File: src/rtl/multicycle_control_fsm_if.sv
// Control bundle between the multicycle control FSM and the RV32I datapath.
// The slave side is the control unit; the master side is the datapath/IR.
interface multicycle_control_fsm_if;
  logic [6:0] op;
  logic [2:0] funct3;
  logic       funct7b5;
  logic       zero;
  logic       PCWrite;
  logic       AdrSrc;
  logic       MemWrite;
  logic       IRWrite;
  logic [1:0] ResultSrc;
  logic [1:0] ALUSrcA;
  logic [1:0] ALUSrcB;
  logic [2:0] ALUControl;
  logic       RegWrite;
  logic [1:0] ImmSrc;
  logic       illegal_op;
  logic [3:0] state_dbg;

  modport slave (
    input  op, funct3, funct7b5, zero,
    output PCWrite, AdrSrc, MemWrite, IRWrite, ResultSrc, ALUSrcA, ALUSrcB,
           ALUControl, RegWrite, ImmSrc, illegal_op, state_dbg
  );

  modport master (
    output op, funct3, funct7b5, zero,
    input  PCWrite, AdrSrc, MemWrite, IRWrite, ResultSrc, ALUSrcA, ALUSrcB,
           ALUControl, RegWrite, ImmSrc, illegal_op, state_dbg
  );
endinterface

File: src/rtl/multicycle_control_fsm.sv
// Moore control FSM for a multicycle RV32I subset core, with embedded ALU decoder.
// Outputs decode from the state register; write enables are gated off during reset.
module multicycle_control_fsm #(
  parameter logic [6:0] OP_LW  = 7'b0000011,
  parameter logic [6:0] OP_SW  = 7'b0100011,
  parameter logic [6:0] OP_R   = 7'b0110011,
  parameter logic [6:0] OP_I   = 7'b0010011,
  parameter logic [6:0] OP_BEQ = 7'b1100011,
  parameter logic [6:0] OP_JAL = 7'b1101111
) (
  input  logic                          clk,
  input  logic                          rst_n,
  multicycle_control_fsm_if.slave       ctrl_if
);

  typedef enum logic [3:0] {
    S_FETCH    = 4'd0,
    S_DECODE   = 4'd1,
    S_MEMADR   = 4'd2,
    S_MEMREAD  = 4'd3,
    S_MEMWB    = 4'd4,
    S_MEMWRITE = 4'd5,
    S_EXECR    = 4'd6,
    S_ALUWB    = 4'd7,
    S_EXECI    = 4'd8,
    S_JAL      = 4'd9,
    S_BEQ      = 4'd10
  } state_e;

  state_e     state_q, state_d;
  logic       pc_update, branch, adr_src, mem_write, ir_write, reg_write, illegal;
  logic [1:0] result_src, alu_src_a, alu_src_b, alu_op;
  logic [2:0] alu_control;
  logic [1:0] imm_src;
  logic       is_alu_op, funct3_ok;

  assign is_alu_op = (ctrl_if.op == OP_R) || (ctrl_if.op == OP_I);
  assign funct3_ok = ctrl_if.funct3 inside {3'b000, 3'b010, 3'b110, 3'b111};

  always_ff @(posedge clk) begin
    if (!rst_n) state_q <= S_FETCH;
    else        state_q <= state_d;
  end

  always_comb begin
    state_d    = S_FETCH;
    pc_update  = 1'b0;
    branch     = 1'b0;
    adr_src    = 1'b0;
    mem_write  = 1'b0;
    ir_write   = 1'b0;
    reg_write  = 1'b0;
    illegal    = 1'b0;
    result_src = 2'b00;
    alu_src_a  = 2'b00;
    alu_src_b  = 2'b00;
    alu_op     = 2'b00;
    case (state_q)
      S_FETCH: begin
        ir_write   = 1'b1;
        alu_src_b  = 2'b10;
        result_src = 2'b10;
        pc_update  = 1'b1;
        state_d    = S_DECODE;
      end
      S_DECODE: begin
        // ALU precomputes the branch target oldPC + imm while the op decodes
        alu_src_a = 2'b01;
        alu_src_b = 2'b01;
        case (ctrl_if.op)
          OP_LW, OP_SW: state_d = S_MEMADR;
          OP_R:         state_d = S_EXECR;
          OP_I:         state_d = S_EXECI;
          OP_BEQ:       state_d = S_BEQ;
          OP_JAL:       state_d = S_JAL;
          default: begin
            state_d = S_FETCH;
            illegal = 1'b1;
          end
        endcase
        if (is_alu_op && !funct3_ok) illegal = 1'b1;
      end
      S_MEMADR: begin
        alu_src_a = 2'b10;
        alu_src_b = 2'b01;
        state_d   = (ctrl_if.op == OP_SW) ? S_MEMWRITE : S_MEMREAD;
      end
      S_MEMREAD: begin
        adr_src = 1'b1;
        state_d = S_MEMWB;
      end
      S_MEMWB: begin
        result_src = 2'b01;
        reg_write  = 1'b1;
      end
      S_MEMWRITE: begin
        adr_src   = 1'b1;
        mem_write = 1'b1;
      end
      S_EXECR: begin
        alu_src_a = 2'b10;
        alu_op    = 2'b10;
        state_d   = S_ALUWB;
      end
      S_ALUWB: reg_write = 1'b1;
      S_EXECI: begin
        alu_src_a = 2'b10;
        alu_src_b = 2'b01;
        alu_op    = 2'b10;
        state_d   = S_ALUWB;
      end
      S_JAL: begin
        alu_src_a = 2'b01;
        alu_src_b = 2'b10;
        pc_update = 1'b1;
        state_d   = S_ALUWB;
      end
      S_BEQ: begin
        alu_src_a = 2'b10;
        alu_op    = 2'b01;
        branch    = 1'b1;
      end
      default: state_d = S_FETCH;
    endcase
  end

  always_comb begin
    alu_control = 3'b000;
    case (alu_op)
      2'b01: alu_control = 3'b001;
      2'b10: begin
        case (ctrl_if.funct3)
          // only R-type (op[5]=1) turns funct7b5 into a subtract
          3'b000:  alu_control = (ctrl_if.op[5] & ctrl_if.funct7b5) ? 3'b001 : 3'b000;
          3'b010:  alu_control = 3'b101;
          3'b110:  alu_control = 3'b011;
          3'b111:  alu_control = 3'b010;
          default: alu_control = 3'b000;
        endcase
      end
      default: alu_control = 3'b000;
    endcase
  end

  always_comb begin
    case (ctrl_if.op)
      OP_SW:   imm_src = 2'b01;
      OP_BEQ:  imm_src = 2'b10;
      OP_JAL:  imm_src = 2'b11;
      default: imm_src = 2'b00;
    endcase
  end

  assign ctrl_if.PCWrite    = (pc_update | (branch & ctrl_if.zero)) & rst_n;
  assign ctrl_if.AdrSrc     = adr_src;
  assign ctrl_if.MemWrite   = mem_write & rst_n;
  assign ctrl_if.IRWrite    = ir_write & rst_n;
  assign ctrl_if.ResultSrc  = result_src;
  assign ctrl_if.ALUSrcA    = alu_src_a;
  assign ctrl_if.ALUSrcB    = alu_src_b;
  assign ctrl_if.ALUControl = alu_control;
  assign ctrl_if.RegWrite   = reg_write & rst_n;
  assign ctrl_if.ImmSrc     = imm_src;
  assign ctrl_if.illegal_op = illegal & rst_n;
  assign ctrl_if.state_dbg  = state_q;

endmodule

File: src/flat_wrapper.sv
// flat-port wrapper written by rule: the top's interface ports become plain ports
module multicycle_control_fsm_flat 
#(
  parameter logic [6:0] OP_LW  = 7'b0000011,
  parameter logic [6:0] OP_SW  = 7'b0100011,
  parameter logic [6:0] OP_R   = 7'b0110011,
  parameter logic [6:0] OP_I   = 7'b0010011,
  parameter logic [6:0] OP_BEQ = 7'b1100011,
  parameter logic [6:0] OP_JAL = 7'b1101111
)
  (clk, rst_n, ctrl_if_op, ctrl_if_funct3, ctrl_if_funct7b5, ctrl_if_zero, ctrl_if_PCWrite, ctrl_if_AdrSrc, ctrl_if_MemWrite, ctrl_if_IRWrite, ctrl_if_ResultSrc, ctrl_if_ALUSrcA, ctrl_if_ALUSrcB, ctrl_if_ALUControl, ctrl_if_RegWrite, ctrl_if_ImmSrc, ctrl_if_illegal_op, ctrl_if_state_dbg);
  multicycle_control_fsm_if ctrl_if_i ();
  input  logic clk;
  input  logic rst_n;
  input wire logic [$bits(ctrl_if_i.op)-1:0] ctrl_if_op;
  input wire logic [$bits(ctrl_if_i.funct3)-1:0] ctrl_if_funct3;
  input wire logic [$bits(ctrl_if_i.funct7b5)-1:0] ctrl_if_funct7b5;
  input wire logic [$bits(ctrl_if_i.zero)-1:0] ctrl_if_zero;
  output wire logic [$bits(ctrl_if_i.PCWrite)-1:0] ctrl_if_PCWrite;
  output wire logic [$bits(ctrl_if_i.AdrSrc)-1:0] ctrl_if_AdrSrc;
  output wire logic [$bits(ctrl_if_i.MemWrite)-1:0] ctrl_if_MemWrite;
  output wire logic [$bits(ctrl_if_i.IRWrite)-1:0] ctrl_if_IRWrite;
  output wire logic [$bits(ctrl_if_i.ResultSrc)-1:0] ctrl_if_ResultSrc;
  output wire logic [$bits(ctrl_if_i.ALUSrcA)-1:0] ctrl_if_ALUSrcA;
  output wire logic [$bits(ctrl_if_i.ALUSrcB)-1:0] ctrl_if_ALUSrcB;
  output wire logic [$bits(ctrl_if_i.ALUControl)-1:0] ctrl_if_ALUControl;
  output wire logic [$bits(ctrl_if_i.RegWrite)-1:0] ctrl_if_RegWrite;
  output wire logic [$bits(ctrl_if_i.ImmSrc)-1:0] ctrl_if_ImmSrc;
  output wire logic [$bits(ctrl_if_i.illegal_op)-1:0] ctrl_if_illegal_op;
  output wire logic [$bits(ctrl_if_i.state_dbg)-1:0] ctrl_if_state_dbg;
  assign ctrl_if_i.op = ctrl_if_op;
  assign ctrl_if_i.funct3 = ctrl_if_funct3;
  assign ctrl_if_i.funct7b5 = ctrl_if_funct7b5;
  assign ctrl_if_i.zero = ctrl_if_zero;
  assign ctrl_if_PCWrite = ctrl_if_i.PCWrite;
  assign ctrl_if_AdrSrc = ctrl_if_i.AdrSrc;
  assign ctrl_if_MemWrite = ctrl_if_i.MemWrite;
  assign ctrl_if_IRWrite = ctrl_if_i.IRWrite;
  assign ctrl_if_ResultSrc = ctrl_if_i.ResultSrc;
  assign ctrl_if_ALUSrcA = ctrl_if_i.ALUSrcA;
  assign ctrl_if_ALUSrcB = ctrl_if_i.ALUSrcB;
  assign ctrl_if_ALUControl = ctrl_if_i.ALUControl;
  assign ctrl_if_RegWrite = ctrl_if_i.RegWrite;
  assign ctrl_if_ImmSrc = ctrl_if_i.ImmSrc;
  assign ctrl_if_illegal_op = ctrl_if_i.illegal_op;
  assign ctrl_if_state_dbg = ctrl_if_i.state_dbg;
  multicycle_control_fsm #(.OP_LW(OP_LW), .OP_SW(OP_SW), .OP_R(OP_R), .OP_I(OP_I), .OP_BEQ(OP_BEQ), .OP_JAL(OP_JAL)) u_core (.clk(clk), .rst_n(rst_n), .ctrl_if(ctrl_if_i));
endmodule
File: config.mk
export PLATFORM = sky130hd
export DESIGN_NAME = multicycle_control_fsm_flat
export DESIGN_NICKNAME = d
export VERILOG_FILES = /design/src/rtl/multicycle_control_fsm_if.sv /design/src/rtl/multicycle_control_fsm.sv /design/src/flat_wrapper.sv
export SDC_FILE = /design/constraint.sdc
export NUM_CORES = 1
export LEC_CHECK = 0
export BUFFER_PORTS_ARGS = -buffer_cell sky130_fd_sc_hd__buf_2
export CAP_MARGIN = 20
export CORE_AREA = 2 2 39 41
export CTS_BUF_LIST = sky130_fd_sc_hd__clkbuf_4 sky130_fd_sc_hd__clkbuf_8
export DETAILED_ROUTE_END_ITERATION = 6
export DIE_AREA = 0 0 41 43
export GPL_TIMING_DRIVEN = 0
export PLACE_DENSITY = 0.88
export SLEW_MARGIN = 5
export SYNTH_ARGS = -nofsm -noshare
export SYNTH_HDL_FRONTEND = slang
export SYNTH_SLANG_ARGS = --single-unit
File: constraint.sdc
create_clock -name clk -period 4.3 [get_ports clk]
set_input_delay 0.86 -clock clk [delete_from_list [all_inputs] [get_ports clk]]
set_output_delay 0.86 -clock clk [all_outputs]
set_load 0.05 [all_outputs]
==> results of run 1 <==
[layer usage]
metal,vias up,track usage,share of wire
met5,-,0,0
met3,0,0.0628,0.048
met4,0,0.0400,0
met2,21,0.375,0.53
li1,400,-,-
met1,357,0.245,0.43
[stage by stage]
stage,cell area [sq um],hold WS (ps)
6_report,828,675
2_1_floorplan,616,891
4_1_cts,828,675
3_5_place_dp,806,669
3_3_place_gp,806,662
5_1_grt,828,747
[critical path, delay by kind of cell (launching register included)]
family,cells,cell delay (ps)
AO/OA/AOI/OAI,1,110
AND/OR/NAND/NOR,4,680
adder cells (fa/ha/maj),1,260
flip-flops,1,310
buffers and inverters,2,450
[layout by cell type (no fill, tap or decap), drive strengths merged, types with 4 or more instances in the layout]
| cell | instances |
|---|---|
| nand2 | 12 |
| nand2b | 4 |
| a31oi | 4 |
| o21ai | 4 |
| inv | 5 |
| nor2 | 14 |
| a21oi | 4 |
| dfxtp | 4 |
| buf | 39 |
[cell type report]
cell class              instances  share of cell area
multi-input cells              77               0.579
clock buffers                   3              0.0272
flip-flops and latches          4              0.0967
repair buffers                 34               0.205
plain buffers                   5              0.0453
well taps                      16              0.0242
inverters                       5              0.0227
[Yosys cell counts, types with 3 or more instances]
cell	number
a21oi_1	4
a31oi_1	4
buf_2	3
dfxtp_1	4
inv_1	5
nand2_1	12
nand2b_1	4
nand3_1	3
nor2_1	12
nor2b_1	3
nor3b_1	3
o21ai_0	4
[how the worst min path moves through the flow]
| stage | to | slack (ps) | start | depth (start not counted) |
|---|---|---|---|---|
| finish | u_core.ctrl_if.state_dbg[1] | 670 | u_core.ctrl_if.state_dbg[3] | 3 |
| global route | u_core.ctrl_if.state_dbg[1] | 750 | u_core.ctrl_if.state_dbg[3] | 3 |
| CTS | u_core.ctrl_if.state_dbg[1] | 670 | u_core.ctrl_if.state_dbg[3] | 3 |
| detailed placement | u_core.ctrl_if.state_dbg[1] | 670 | u_core.ctrl_if.state_dbg[3] | 3 |
| global placement | u_core.ctrl_if.state_dbg[1] | 660 | u_core.ctrl_if.state_dbg[3] | 3 |
| floorplan | u_core.ctrl_if.state_dbg[0] | 890 | u_core.ctrl_if.state_dbg[3] | 3 |
[logic make-up after synthesis]
logic type,synth area share
and+or+nand+nor,0.472
buffers and inverters,0.0915
DFF,0.130
adders and majority gates,0.0406
xor gates and xnor gates,0.0427
AOI/OAI and AO/OA,0.224
[power by group through the flow]
stage                     logic (mW)  registers, mW  clock network, mW
after floorplan               0.0436         0.0430                  0
after global placement        0.0665         0.0396                  0
after detailed placement      0.0682         0.0396                  0
after CTS                     0.0682         0.0390             0.0478
after global routing          0.0736         0.0391             0.0516
final                         0.0681         0.0390             0.0465
==> flow_summary.toml, run 1 <==
[clocking]
root_buffer = "clkbuf_4"
post_cts_resized = 0
clk_pin_slew_ps = 40
clock_latency_ps = 240
cts_setup_buffers = 0
cts_tree = "done"
numClockSinks = 4
cts_buffers = 3
h-tree-depth = 1
hold_buffers = 0
clockBufferDepth = 2

[power]
p_seq_frac = 0.254
switchingPower_uw = 64.0
swShare = 0.417
p_clk_frac = 0.303
p_int_uw = 89.6
p_comb_frac = 0.444
power_uw = 154
p_per_area_nw_per_um2 = 185
p_leak_nw = 0.417
ir_drop_mv = 0.147

[timing]
finalHoldViolCount = 0
fin_crit_ps = 2900
max_slew_margin = 0.816
layout_setup_ws_ps = 1400
worstMarginPinSlew_ps = 274
maxSlewViolCount = 0
finalCritPeriodShare = 0.674
fmax_mhz = 345
setup_viol = 0
fin_skew_ps = 5.05
rsz0062_at_grt = "false"
fin_setup_tns_ps = 0

[setup_path]
cp.arrival_ps = 2040
worstRegToRegCells = 4
slowest_stage = "dfxtp_1"
ff2ff_setup_slack_ps = 3100
startpoint_type = "flop"
cp-end-kind = "primary output"
cp_max_fo = 9
timing.rr.start = "u_core.ctrl_if.state_dbg[1]"
worst_r2r_endpoint = "u_core.ctrl_if.state_dbg[2]"
crit_top_cell = "nor2b_1"
cpPeakStageDelay_ps = 310
worstSetupPathType = "reg -> out"
cp_data_required_time_ps = 3440
cp_cell_sequence = "buf_6 -> nor2b_1 -> nand2_1 -> o21ai_0 -> nor2b_1 -> ha_1 -> nor4_1 -> buf_2"
crit_path_end = "ctrl_if_ALUControl[2]"
crit_path_start = "u_core.ctrl_if.state_dbg[3]"

[run]
maxCapViolations = 0

[logic_synthesis]
yosys_most_used_dff = "dfxtp_1"
synthCells = 91
avgSynthCellArea_sq_um = 6.76
netlist_area_sq_um = 616
synthTopCellsByArea = "dfxtp_1 13%, nand2_1 7.3%, nor2_1 7.3%"
syn-num-nets = 107
ys_ff_latch = 4
ys_types = 34
synth_edf_count = 0
seq_area_frac_synth = 0.130
ys_warn_count = 0
synth.top_cell.area_share = 0.130
synth_area_leader_cell = "dfxtp_1"
postSynth.asyncResetShare = 0

[routing]
drtAntennaViolNets = 0
avgViaCountPerCell = 5.40
drtPass1Iterations = 4
drc = 0
wl_um = 1650
routedWlPerCell_um = 11.4
drt_iter0_drc = 14
num_vias = 778

[grt]
first_global_vias = 692
antenna_found_initial = 0
overflow = 0
grtUsageTotal = 0.215
grt_max_degree = 11
grt_pass1_wl_um = 2660

[layout]
regArea_sq_um = 80.1
antenna_cells = 0
area_growth_pct = 34.6
drive_gt1_frac = 0.367
fin_nets = 146
fillers = 139
fin_cells = 144
final_util = 0.599
multi_input_area_sq_um = 479
largest_register_ffs = 4

[place]
preCtsSetupSlack_ps = 1500
place_congestion = 0.826
dp_hpwl_um = 1330
dpl.cell_count = 141
port_buffers = 34

[floorplan]
fp.dieW_um = 41
die_h_um = 43
fp.coreArea_sq_um = 1380
die_area_sq_um = 1760
io_pins = 35
initial_core_util = 0.445
row_count = 14

[min_path]
holdCritPathClass = "reg -> reg"

[status]
status = "complete, no violations"
No activity file was read; power rests on OpenSTA's default activity.
==> run 2: changes to the inputs <==
Settings changed: ABC_AREA from default to 1, CORE_AREA 2 2 39 41 to default, CORE_UTILIZATION from default to 43, DIE_AREA 0 0 41 43 to default, PLACE_DENSITY 0.88 to 0.85.
Clock period 4.3 ns to 2.9 ns, I/O delays scaled along.
==> flow_summary.toml, run 2 <==
[run]
maxCapViolations = 0

[floorplan]
fp.coreArea_sq_um = 1160
row_count = 12
fp.dieW_um = 38.1
die_area_sq_um = 1460
io_pins = 35
initial_core_util = 0.486
die_h_um = 38.1

[logic_synthesis]
muxShareOfSynthArea = 0
postSynth.asyncResetShare = 0
ys_ff_latch = 4
yosysMostFrequentCell = "nand2_1"
synthAdderAreaFrac = 0.0445
avgSynthCellArea_sq_um = 5.11
synthCells = 110
ys_warn_count = 0
ys_top_cells_by_count = "27 x nand2_1, 23 x nor2_1, 20 x inv_1"
synth.top_cell.area_share = 0.180
seq_area_frac_synth = 0.143
netlist_area_sq_um = 562
syn-num-nets = 126
yosys.area_share.simple = 0.592
synth_compound_area_frac = 0.0802
synthTopCellsByArea = "nand2_1 18%, nor2_1 15%, dfxtp_1 14%"
ys_types = 17
synth_area_leader_cell = "nand2_1"
synth_top_family_by_area = "simple AND/OR/NAND/NOR gates"
synth_edf_count = 0
yosys_most_used_dff = "dfxtp_1"
synth-xor-area-share = 0

[clocking]
root_buffer = "clkbuf_4"
clock_latency_ps = 240
post_cts_resized = 0
cts_tree = "done"
clockBufferDepth = 2
cts_buffers = 3
cts_setup_buffers = 0
clk_pin_slew_ps = 40
numClockSinks = 4
h-tree-depth = 1
hold_buffers = 0

[grt]
antenna_found_initial = 0
grtUsageTotal = 0.217
overflow = 0
grt_max_degree = 8
grt_pass1_wl_um = 2280
first_global_vias = 606

[place]
dpl.cell_count = 158
preCtsSetupSlack_ps = 538
place_congestion = 0.738
dp_hpwl_um = 1260
port_buffers = 34
postPlaceCellArea_sq_um = 758

[power]
ir_drop_mv = 0.182
power_uw = 219
p_leak_nw = 0.496
p_per_area_nw_per_um2 = 280

[timing]
setup_viol = 0
maxSlewViolCount = 0
fmax_mhz = 378
layout_setup_ws_ps = 255
max_slew_margin = 0.812
rsz0062_at_grt = "false"
fin_crit_ps = 2640
fin_setup_tns_ps = 0
worstMarginPinSlew_ps = 281
fin_skew_ps = 6.30
whs_ps = 596
finalHoldViolCount = 0
finalCritPeriodShare = 0.912

[setup_path]
cp.arrival_ps = 2060
cp-end-kind = "primary output"
timing.rr.start = "u_core.ctrl_if.state_dbg[0]"
cp_max_fo = 5
startpoint_type = "flop"
worstRegToRegCells = 7
worstSetupPathType = "reg -> out"
cp_data_required_time_ps = 2320
worst_r2r_endpoint = "u_core.ctrl_if.state_dbg[0]"
ff2ff_setup_slack_ps = 1690
crit_path_start = "u_core.ctrl_if.state_dbg[1]"

[layout]
layout_common_cells = "34 x buf_2, 27 x nand2_1, 22 x nor2_1"
final_common_cell = "buf_2"
final_util = 0.675
fin_nets = 165
fin_area_sq_um = 781
drive_gt1_frac = 0.333
largest_register_ffs = 4
fin_cells = 161
area_growth_pct = 39.0
antenna_cells = 0

[routing]
drtPass1Iterations = 4
num_vias = 781
routedWlPerCell_um = 9.39
wl_um = 1510
drtAntennaViolNets = 0
drt_iter0_drc = 10
avgViaCountPerCell = 4.85
drc = 0

[min_path]
hold_depth = 3
holdCritPathClass = "in -> reg"
holdPathEnd = "u_core.ctrl_if.state_dbg[3]"
worstHoldStart = "rst_n"

[status]
status = "complete, no violations"
run 2: cell count changes in the layout (fill, tap and decap cells not counted), moves of 3 or more:
cell | previous run | this run
nand3_1 | 3 | 10
nand2b_1 | 4 | 0
nand2_1 | 12 | 27
nor2b_1 | 3 | 0
nand2_2 | 0 | 4
buf_2 | 37 | 34
nor2_1 | 12 | 22
o21ai_1 | 0 | 3
nor3b_1 | 3 | 0
a31oi_1 | 4 | 0
inv_1 | 5 | 20
run 2: worst max path at each step:
stage                                  endpoint  slack (ps)
after global routing      ctrl_if_ALUControl[0]         150
final                     ctrl_if_ALUControl[0]         260
after floorplan           ctrl_if_ALUControl[0]         -80
after CTS                 ctrl_if_ALUControl[0]         270
after detailed placement  ctrl_if_ALUControl[0]         540
after global placement    ctrl_if_ALUControl[0]         580
run 2: critical path, stage by stage, from the launching register on:
cell and delay [ps]:
dfxtp_1 380, inv_1 110, nor2_4 140, inv_1 70
nor2_1 170, inv_1 80, ha_1 300, inv_1 90
nand2_1 80, o21ai_1 130, buf_2 270
run 2: where the power goes:
group | total [mW] | internal [mW] | switching (mW)
Sequential | 0.0598 | 0.0568 | 0.00298
Clock | 0.0705 | 0.0464 | 0.0242
Combinational | 0.0884 | 0.0223 | 0.0661
run 2: cell type report:
class | instances | area, sq um
inverter | 21 | 78.8
multi-input combinational | 85 | 412
fill | 105 | 375
tap | 14 | 17.5
clock buffer | 3 | 22.5
timing repair buffer | 34 | 170
sequential | 4 | 80.1
run 2: layer usage:
metal | track usage | up-vias | routed length [um]
li1 | - | 417 | -
met3 | 0.0407 | 2 | 86
met4 | 0.0714 | 0 | 11
met5 | 0 | - | 0
met2 | 0.377 | 28 | 753
met1 | 0.264 | 334 | 659
run 2: cells by family after synthesis:
family,Yosys count
AND/OR/NAND/NOR,74
buffers and inverters,21
AO/OA/AOI/OAI,9
flip-flops,4
adder cells (fa/ha/maj),2
